==> config.mk <==
export PLATFORM = sky130hd
export DESIGN_NAME = lfsr_rand
export DESIGN_NICKNAME = d
export VERILOG_FILES = /design/src/rtl/lfsr_rand.sv
export SDC_FILE = /design/constraint.sdc
export NUM_CORES = 1
export LEC_CHECK = 0
export CAP_MARGIN = 20
export CORE_MARGIN = 4
export CORE_UTILIZATION = 46
export DETAILED_ROUTE_END_ITERATION = 10
export PLACE_DENSITY = 0.79
export SYNTH_ARGS = -nofsm -noshare
export SYNTH_HDL_FRONTEND = slang
export SYNTH_SLANG_ARGS = --single-unit
==> constraint.sdc <==
create_clock -name clk -period 2.3 [get_ports clk]
set_input_delay 0.46 -clock clk [delete_from_list [all_inputs] [get_ports clk]]
set_output_delay 0.46 -clock clk [all_outputs]
set_load 0.01 [all_outputs]
==> src/rtl/lfsr_rand.sv <==
// lfsr_rand: parametrised Fibonacci LFSR with run-time seeding and a
// bounded-draw engine (rejection sampling with a retry limit).
module lfsr_rand #(
    parameter int unsigned             WIDTH     = 11,
    parameter logic [WIDTH-1:0]        TAPS      = 11'h087,
    parameter logic [WIDTH-1:0]        SEED      = 11'h25D,
    parameter int unsigned             STEPS     = 1,
    parameter int unsigned             OUT_W     = 4,
    parameter int unsigned             MAX_TRIES = 8
) (
    input  logic              clk,
    input  logic              rst,
    input  logic              shift_enable,
    input  logic              load,
    input  logic [WIDTH-1:0]  seed_in,
    output logic [WIDTH-1:0]  count,
    input  logic              req_valid,
    input  logic [OUT_W-1:0]  req_bound,
    output logic              req_ready,
    output logic              rsp_valid,
    output logic [OUT_W-1:0]  rsp_data,
    output logic              rsp_fail,
    input  logic              rsp_ready
);

    localparam int unsigned TRY_W = $clog2(MAX_TRIES + 1);
    localparam logic [TRY_W-1:0] TRY_LAST = TRY_W'(MAX_TRIES);

    typedef enum logic [1:0] {
        ST_IDLE = 2'd0,
        ST_DRAW = 2'd1,
        ST_DONE = 2'd2
    } state_t;

    state_t             r_fsm;
    logic [WIDTH-1:0]   r_state;
    logic [OUT_W-1:0]   r_bound;
    logic [TRY_W-1:0]   r_tries;

    logic [WIDTH-1:0]   w_adv;
    logic [OUT_W-1:0]   w_cand;
    logic               w_cand_ok;
    logic [TRY_W-1:0]   w_tries_nxt;
    logic [WIDTH-1:0]   w_load_val;

    // One Fibonacci shift; the NOR term lets the all-zero state escape.
    function automatic logic [WIDTH-1:0] f_shift(input logic [WIDTH-1:0] s);
        logic fb;
        fb = (^(s & TAPS)) ^ (~|s[WIDTH-1:1]);
        return {fb, s[WIDTH-1:1]};
    endfunction

    // STEPS chained shifts evaluated in a single cycle.
    always_comb begin
        w_adv = r_state;
        for (int unsigned k = 0; k < STEPS; k++) begin
            w_adv = f_shift(w_adv);
        end
    end

    // Candidate evaluation for the draw engine; bound of zero means full range.
    always_comb begin
        w_cand      = w_adv[OUT_W-1:0];
        w_cand_ok   = (r_bound == '0) || (w_cand < r_bound);
        w_tries_nxt = TRY_W'(r_tries + TRY_W'(1));
        w_load_val  = (seed_in == '0) ? SEED : seed_in;
    end

    // LFSR state: rst > load > draw advance > idle shift_enable.
    always_ff @(posedge clk) begin
        if (rst) begin
            r_state <= SEED;
        end else if (load) begin
            r_state <= w_load_val;
        end else if (r_fsm == ST_DRAW) begin
            r_state <= w_adv;
        end else if ((r_fsm == ST_IDLE) && shift_enable) begin
            r_state <= w_adv;
        end
    end

    // Draw FSM with registered handshake outputs.
    always_ff @(posedge clk) begin
        if (rst) begin
            r_fsm     <= ST_IDLE;
            r_bound   <= '0;
            r_tries   <= '0;
            req_ready <= 1'b1;
            rsp_valid <= 1'b0;
            rsp_data  <= '0;
            rsp_fail  <= 1'b0;
        end else begin
            case (r_fsm)
                ST_IDLE: begin
                    if (req_valid) begin
                        r_bound   <= req_bound;
                        r_tries   <= '0;
                        req_ready <= 1'b0;
                        r_fsm     <= ST_DRAW;
                    end
                end
                ST_DRAW: begin
                    // A concurrent load replaces this cycle's advance, so no candidate is consumed.
                    if (!load) begin
                        r_tries <= w_tries_nxt;
                        if (w_cand_ok) begin
                            rsp_data  <= w_cand;
                            rsp_fail  <= 1'b0;
                            rsp_valid <= 1'b1;
                            r_fsm     <= ST_DONE;
                        end else if (w_tries_nxt == TRY_LAST) begin
                            rsp_data  <= '0;
                            rsp_fail  <= 1'b1;
                            rsp_valid <= 1'b1;
                            r_fsm     <= ST_DONE;
                        end
                    end
                end
                ST_DONE: begin
                    if (rsp_ready) begin
                        rsp_valid <= 1'b0;
                        req_ready <= 1'b1;
                        r_fsm     <= ST_IDLE;
                    end
                end
                default: begin
                    r_fsm     <= ST_IDLE;
                    req_ready <= 1'b1;
                    rsp_valid <= 1'b0;
                end
            endcase
        end
    end

    assign count = r_state;

endmodule

## After elaboration in Yosys (flattened, before gate mapping)

Index checks and enable logic that the tools add are counted.

| storage, ports and cells | value |
|---|---|
| logic and storage cells | 62 |
| output and inout bits | 18 |
| bits of input ports | 21 |
| register bits after elaboration | 28 |

| operators by class | value |
|---|---|
| reductions and logical operators | 17 |
| multiplexer cells | 24 |
| equality and inequality tests | 7 |
| bitwise logic cells | 4 |
| $lt $le $gt $ge | 1 |
| $add $sub $neg | 1 |

Operator list:

| kind | number |
|---|---|
| two-way mux 11 bit | 4 |
| two-way mux 4 bit | 4 |
| logical NOT 11 bit | 1 |
| parity 11 bit | 1 |
| two-way mux 2 bit | 5 |
| OR reduction 10 bit | 1 |
| AND reduction 3 bit | 3 |
| one-hot mux 4 bit (2 select lines) | 1 |
| AND reduction 4 bit | 2 |
| two-way mux 1 bit | 7 |
| != test 2 bit, second input constant | 3 |
| one-hot mux 1 bit (3 select lines) | 2 |
| one-hot mux 2 bit (3 select lines) | 1 |
| adder 4 x 1 -> 4 bit, second input constant | 1 |
| equality test 4 bit, second input constant | 1 |
| logical NOT 4 bit | 1 |
| less-than comparator 4 bit | 1 |
| nonzero test 2 bit | 2 |
| != test 3 x 2 -> 1 bit, second input constant | 1 |
| NOT 1 bit | 3 |
| nonzero test 3 bit | 1 |
| equality test 2 x 1 -> 1 bit, second input constant | 1 |
| equality test 2 bit, second input constant | 1 |
| logical NOT 2 bit | 1 |
| other kinds (5) | 5 |

## Longest topological paths before layout

Gate-level depths: netlist (run 1).

| logic depth | value |
|---|---|
| depth after elaboration | 6 |
| mapped depth | 7 |
| mapped depth without buffers | 7 |

## Worst setup path after synthesis (run 1)

No wires, ideal clock.

| timing | value |
|---|---|
| kind | flip-flop to flip-flop |
| start point | register r_state[2], in the netlist count[2] |
| end point | register r_fsm[0] |
| setup time | 0.100 ns |
| period minus slack after synthesis | 1.746 ns |
| slack | 0.554 ns |
| stages on the path, launching flop included | 5 |
| arrival time | 1.647 ns |
| buffers on the path | 0 |
| required time | 2.200 ns |
| cells stage by stage | dfxtp_1 -> ha_1 -> a2111oi_1 -> or4b_4 -> a2111oi_4 |

| on the way | value |
|---|---|
| word-level cells in the longest chain between the ends | 5 |
| elaborated cells on any way between the ends | 7 |
| those cells by class | order compare: 1; eq/ne: 1; mux: 3; reduce/logical: 2 |

RTL lines:

| item | line | text |
|---|---|---|
| start, declared | 36 | `logic [WIDTH-1:0] r_state;` |
| start signal, assigned | 74 | `r_state <= w_load_val;` |
| start signal, assigned | 76 | `r_state <= w_adv;` |
| start signal, assigned | 78 | `r_state <= w_adv;` |
| less-than comparator 4 bit (*) | 64 | `w_cand_ok = (r_bound == '0) \|\| (w_cand < r_bound);` |
| logical OR 1 bit (*) | 64 |  |
| two-way mux 2 bit | 106 | `if (w_cand_ok) begin` |
| two-way mux 2 bit | 104 | `if (!load) begin` |
| one-hot mux 2 bit (3 select lines) | 93 | `case (r_fsm)` |
| end signal, assigned | 99 | `r_fsm <= ST_DRAW;` |
| end signal, assigned | 110 | `r_fsm <= ST_DONE;` |
| end signal, assigned | 115 | `r_fsm <= ST_DONE;` |
| end, declared | 35 | `state_t r_fsm;` |

Every way passes the cells marked *; elsewhere a longest branch is shown, timed or not. The select of a mux whose other input is x is not followed.
A chain may end at the register's enable or synchronous reset.

## Worst setup path in the final report (run 1)

| timing | value |
|---|---|
| start point | register r_state[1], in the netlist count[1] |
| end point | output port count[1] |

RTL lines:

| item | line | text |
|---|---|---|
| end, declared | 16 | `output logic [WIDTH-1:0] count,` |

No word-level cell between the ends.

==> results of run 1 <==
cells in the final DEF (no fill, tap or decap), types with 2 or more instances in the layout:
cell	count
nand2_1	8
nand2b_1	2
buf_4	8
xnor2_1	5
nor2_1	25
ha_1	4
o22ai_1	6
o21ai_0	2
clkbuf_4	3
clkdlybuf4s50_1	38
mux2i_1	5
dfxtp_1	28
inv_1	3
nor3b_1	2
nor2b_1	3
a22oi_1	2
nor3_1	2
a22o_1	4
nor4_1	5
a21oi_1	9
mux2_2	6
routing by layer:
layer | routed length, um | vias to the layer above | GRT usage, % | share of wire (%)
li1 | - | 624 | - | -
met1 | 1400 | 565 | 21.1 | 43
met2 | 1590 | 46 | 29.0 | 49
met3 | 236 | 4 | 4.68 | 7.3
met4 | 25 | 0 | 6.10 | 0.77
met5 | 0 | - | 0 | 0
registers in the layout (all words and copies together), names as in the netlist:
register and cells:
rsp_data 4, r_fsm 2, rsp_fail 1, req_ready 1, r_bound 4, count 11
r_tries 4, rsp_valid 1
through the flow:
stage / area (um2) / setup WS (ns) / util, %
final: 1840 / 0.448 / 66.0
after global routing: 1840 / 0.339 / 66.0
after CTS: 1840 / 0.423 / 66.0
after detailed placement: 1800 / 0.210 / 64.7
after global placement: 1800 / 0.243 / 64.7
after floorplan: 1360 / 0.554 / -
where the power goes:
part           switching, mW  internal [mW]
clock network          0.134         0.0969
logic                  0.124          0.161
registers             0.0316          0.518
cell type report:
class / count / share of cell area (%)
Multi-Input combinational cell: 109 / 40.6
Timing Repair Buffer: 46 / 24.0
Clock buffer: 4 / 1.98
Inverter: 4 / 0.817
Tap cell: 31 / 2.11
Sequential cell: 28 / 30.5
cells by family (layout without fill, tap and decap cells):
kind of cell             count (synthesis)  after routing  share of synthesized area (%)
multiplexers                            11             11                           8.68
XOR/XNOR                                 6              6                           3.88
adder cells (fa/ha/maj)                  4              4                           3.69
flip-flops                              28             28                           41.4
AO/OA/AOI/OAI                           34             34                           19.2
buffers and inverters                   11             54                           3.60
AND/OR/NAND/NOR                         54             54                           19.6
final timing paths:
| kind | depth (start not counted) | to | slack, ns | startpoint |
|---|---|---|---|---|
| max | 1 | count[1] | 0.45 | count[1] |
| min | 1 | rsp_data[3] | 0.50 | rsp_data[3] |
| max reg2reg | 6 | rsp_data[1] | 0.45 | count[4] |
| min reg2reg | 1 | rsp_data[3] | 0.50 | rsp_data[3] |
==> qor.csv, run 1 <==
metric;value;unit
sequential area share after synthesis;41.4;%
PwrDens;580;nW/um2
crit path buf inv count;1;
area occupied by registers;561;um2
initial antenna violation count;0;
Crit path largest cell delay;0.59;ns
post-synthesis cell count;148;
critical path required time;1.84;ns
ys async rst share;0;%
Worst EP arrival;1.39;ns
vias after detailed routing;1239;
Worst VDD drop;0.432;mV
synth warn;0;
post-cts sizing count;0;
grt ovf;0;
NumNets Final;217;
area grow syn2layout;35.5;%
global-route usage over all layers;17.3;%
ys flop type;dfxtp_1;
total power;1.07;mW
Post-DRT Antenna Nets;0;
worst-path cell chain;clkdlybuf4s50_1;
Worst Max-Slew Pin Slew;0.491;ns
hold violation total from the final report;0;
post-CTS setup buffer count;0;
IO Pins;39;
Clock Latency Late Sink;0.32;ns
Hold Buf Count CTS;0;
register clock-pin slew on the reported worst setup and hold paths;0.13;ns
FP Rows;19;
Tcrit/Tclk final;80.5;%
crit path max fanout;7;
first-pass GRT wire length;5.67;mm
Fin Hold WS;0.503;ns
die width;62.3;um
CTS root buf;clkbuf_4;
EDFF count, synth;0;
Final Setup Violations;0;
Die H;62.3;um
Max H-tree Level;1;
Clock Tree Buf Depth;2;
count leader, synth;dfxtp_1;
outcome;complete, no violations;
Die ar.;3880;um2
clock buffer count from CTS;3;
non-filler cells, final;222;
footprint of the multi-input gates;746;um2
CP max stage cell;clkdlybuf4s50_1;
RSZ-0062 raised after global routing;no;
core area;2780;um2
skew final;0.00310;ns
Mapped Nets;173;
Total Wirelength;3.25;mm
number of inserted diodes;0;
clk sink count;28;
share of the synthesized area in the top cell type;41.4;%
1st-pass router iterations;4;
fmax;0.540;GHz
pin count of the biggest net entering global routing;18;
Syn Std Cell Area;1360;um2
largest cells by area after synthesis;dfxtp_1 (41%), nor2_1 (6.9%), mux2_2 (5.0%);
Leakage;0.713;nW
share of cells above drive strength 1;12.0;%
DRT iter0 DRCs;53;
IO Port Bufs;38;
number of global-route vias before repair;1231;
Slew headroom;67.2;%
CP Class;flop to output pin;
Synth Register Bits;28;
Worst setup EP type;output pin;
setup_tns;0;ns
Avg Cell Area, Syn;9.16;um2
placed cell count;218;
post-route DRC violation count;0;
largest area contributor in the netlist;dfxtp_1;
routed vias/inst;5.58;
Commonest cells post-synth;dfxtp_1 (28), nor2_1 (25), a21oi_1 (9);
CP startpoint kind;flop;
WL/cell;14.6;um
HPWL Detailed;2.45;mm
Synth cell types;42;
Final Critical Period;1.85;ns
Starting Density;48.7;%
Fillers;247;
worst hold path class;flop to flop;
CTS tree;built;
Max-Cap Viols;0;
Final Max Slew Viols;0;
gpl congestion;0.841;
delay-heaviest family, CP;buffers and inverters;
Note: power is estimated with default switching activity, not from simulation.
==> run 2, diff against run 1 <==
- CORE_UTILIZATION: 46 -> 42
- PLACE_DENSITY: 0.79 -> 0.76
- clock period: 2.3 -> 1.6 ns (I/O delays scaled with it)
==> run 2 against run 1 <==
The flow now finishes with violations (negative setup slack). Die area increased by 8.3%. Clock skew increased by 0.0047 ns. Setup slack got worse by 0.66 ns. Register-to-register slack worse by 0.66 ns. Final cell count up 18%. Wire length rose by 15%. Clock power up 29%. Total power increased by 49%. Global-route usage is 1.2 points higher. Core utilization is 3.5 points higher. Count of clock-buffer cells in the layout did not move.
==> qor.csv, run 2 (same netlist as run 1, synthesis figures left out) <==
metric;value;unit;change
outcome;finished, violations left;;was complete, no violations
failing checks;negative setup slack;;
Worst EP arrival;2.05;ns;was 1.39 ns
Sw Ratio;28.6;%;was 27.2%
Starting Density;44.0;%;was 48.7%
CTS tree;built;;unchanged
Worst Max-Slew Pin Slew;0.460;ns;was 0.491 ns
routed vias/inst;5.19;;was 5.58
critical path required time;1.83;ns;was 1.84 ns
WL/cell;14.3;um;was 14.6 um
die width;64.8;um;was 62.3 um
max FFs per register;11;;unchanged
RSZ-0062 raised after global routing;yes;;was no
commonest non-fill, non-tap cell in the layout;buf_4;;was clkdlybuf4s50_1
gpl congestion;0.857;;was 0.841
Die H;64.8;um;was 62.3 um
CP startpoint kind;flop;;unchanged
first-pass GRT wire length;6.17;mm;was 5.67 mm
Total Wirelength;3.75;mm;was 3.25 mm
PwrDens;744;nW/um2;was 580 nW/um2
total power;1.59;mW;was 1.07 mW
share of cells above drive strength 1;33.0;%;was 12.0%
most frequent cells in the layout;buf_4 (35), clkdlybuf4s50_1 (27), nor2_1 (25), dfxtp_1 (14), dfxtp_2 (10);;was clkdlybuf4s50_1 (38), dfxtp_1 (28), nor2_1 (25), a21oi_1 (9)
NumNets Final;244;;was 217
DP Worst Slack;-0.252;ns;was 0.210 ns
global-route usage over all layers;18.4;%;was 17.3%
Worst VDD drop;0.404;mV;was 0.432 mV
number of global-route vias before repair;1264;;was 1231
number of inserted diodes;0;;unchanged
CP Class;flop to flop;;was flop to output pin
DRT iter0 DRCs;63;;was 53
Clock Tree Buf Depth;2;;unchanged
Max-Cap Viols;0;;unchanged
pin count of the biggest net entering global routing;18;;unchanged
register clock-pin slew on the reported worst setup and hold paths;0.15;ns;was 0.13 ns
clk sink count;28;;unchanged
Final Setup Violations;7;;was 0
Pint;1.14;mW;was 0.776 mW
skew final;0.00785;ns;was 0.00310 ns
Slew headroom;69.1;%;was 67.2%
hold violation total from the final report;0;;unchanged
grt ovf;0;;unchanged
net switching power;0.455;mW;was 0.290 mW
FP Rows;20;;was 19
Leakage;0.925;nW;was 0.713 nW
setup ws final;-0.216;ns;was 0.448 ns
crit path max fanout;4;;was 7
core area;3080;um2;was 2780 um2
fmax;0.551;GHz;
Max H-tree Level;1;;unchanged
Final Critical Period;1.82;ns;
initial antenna violation count;0;;unchanged
Final Max Slew Viols;0;;unchanged
IO Pins;39;;unchanged
worst hold path class;flop to flop;;unchanged
Tcrit/Tclk final;113;%;
area grow syn2layout;58.0;%;was 35.5%
vias after detailed routing;1360;;was 1239
Worst setup EP type;flop;;was output pin
Hold Buf Count CTS;0;;unchanged
post-route DRC violation count;0;;unchanged
1st-pass router iterations;4;;unchanged
IO Port Bufs;38;;unchanged
Post-DRT Antenna Nets;0;;unchanged
clock buffer count from CTS;3;;unchanged
Die ar.;4200;um2;was 3880 um2
clock power share;18.7;%;was 21.7%
Clock Latency Late Sink;0.32;ns;about the same
fraction of power consumed by sequential logic;49.3;%;was 51.5%
Comb power frac;32.0;%;was 26.8%
HPWL Detailed;2.98;mm;was 2.45 mm
CTS root buf;clkbuf_4;;unchanged
==> run 2: layout make-up <==
cell class | count | area [um2]
fill | 250 | 937
multi-input combinational | 109 | 805
timing repair buffer | 73 | 652
sequential | 28 | 588
tap | 44 | 55.1
clock buffer | 4 | 26.3
inverter | 4 | 15.0
==> run 2: worst paths after layout <==
path	start	end	slack, ns	depth (start not counted)
min	rsp_data[2]	rsp_data[2]	0.50	1
min reg2reg	rsp_data[2]	rsp_data[2]	0.50	1
max	r_bound[3]	r_fsm[0]	-0.22	6
max reg2reg	r_bound[3]	r_fsm[0]	-0.22	6
==> run 2: routing by layer <==
layer	GRT usage (%)	up-vias	part of all wire (%)
li1	-	674	-
met1	24.7	647	43
met2	30.9	31	50
met3	1.91	8	3.8
met4	6.07	0	2.2
met5	0	-	0
==> run 2: timing repair <==
action / CTS / global route
setup endpoints to repair: 17 / 26
pin swaps: 4 / 4
resized for setup: 13 / 14
buffers inserted: 1 / 2
==> run 2: worst max-delay path: stages (launching register included) <==
cell       delay (ns)
dfxtp_2          0.36
inv_2            0.05
ha_4             0.25
o21a_1           0.11
nor2_1           0.06
or4b_4           0.59
a2111oi_4        0.31
==> run 2: power by group through the flow <==
stage	Clock (mW)	Sequential [mW]	Combinational [mW]
floorplan	0	0.816	0.230
global placement	0	0.796	0.482
detailed placement	0	0.800	0.500
CTS	0.297	0.788	0.505
global route	0.338	0.795	0.554
finish	0.297	0.786	0.509
==> run 2: metrics by stage <==
| step | cell area (um2) | utilization, % | TNS [ns] | hold slack (ns) | cells |
|---|---|---|---|---|---|
| finish | 2140 | 69.6 | -1.30 | 0.497 | 262 |
| global route | 2140 | 69.6 | -1.78 | 0.516 | 262 |
| CTS | 2090 | 68.0 | -0.977 | 0.505 | 260 |
| detailed placement | 2050 | 66.5 | -3.97 | 0.473 | 256 |
| global placement | 2050 | 66.5 | -3.02 | 0.453 | 256 |
| floorplan | 1400 | - | -0.503 | 0.459 | 148 |
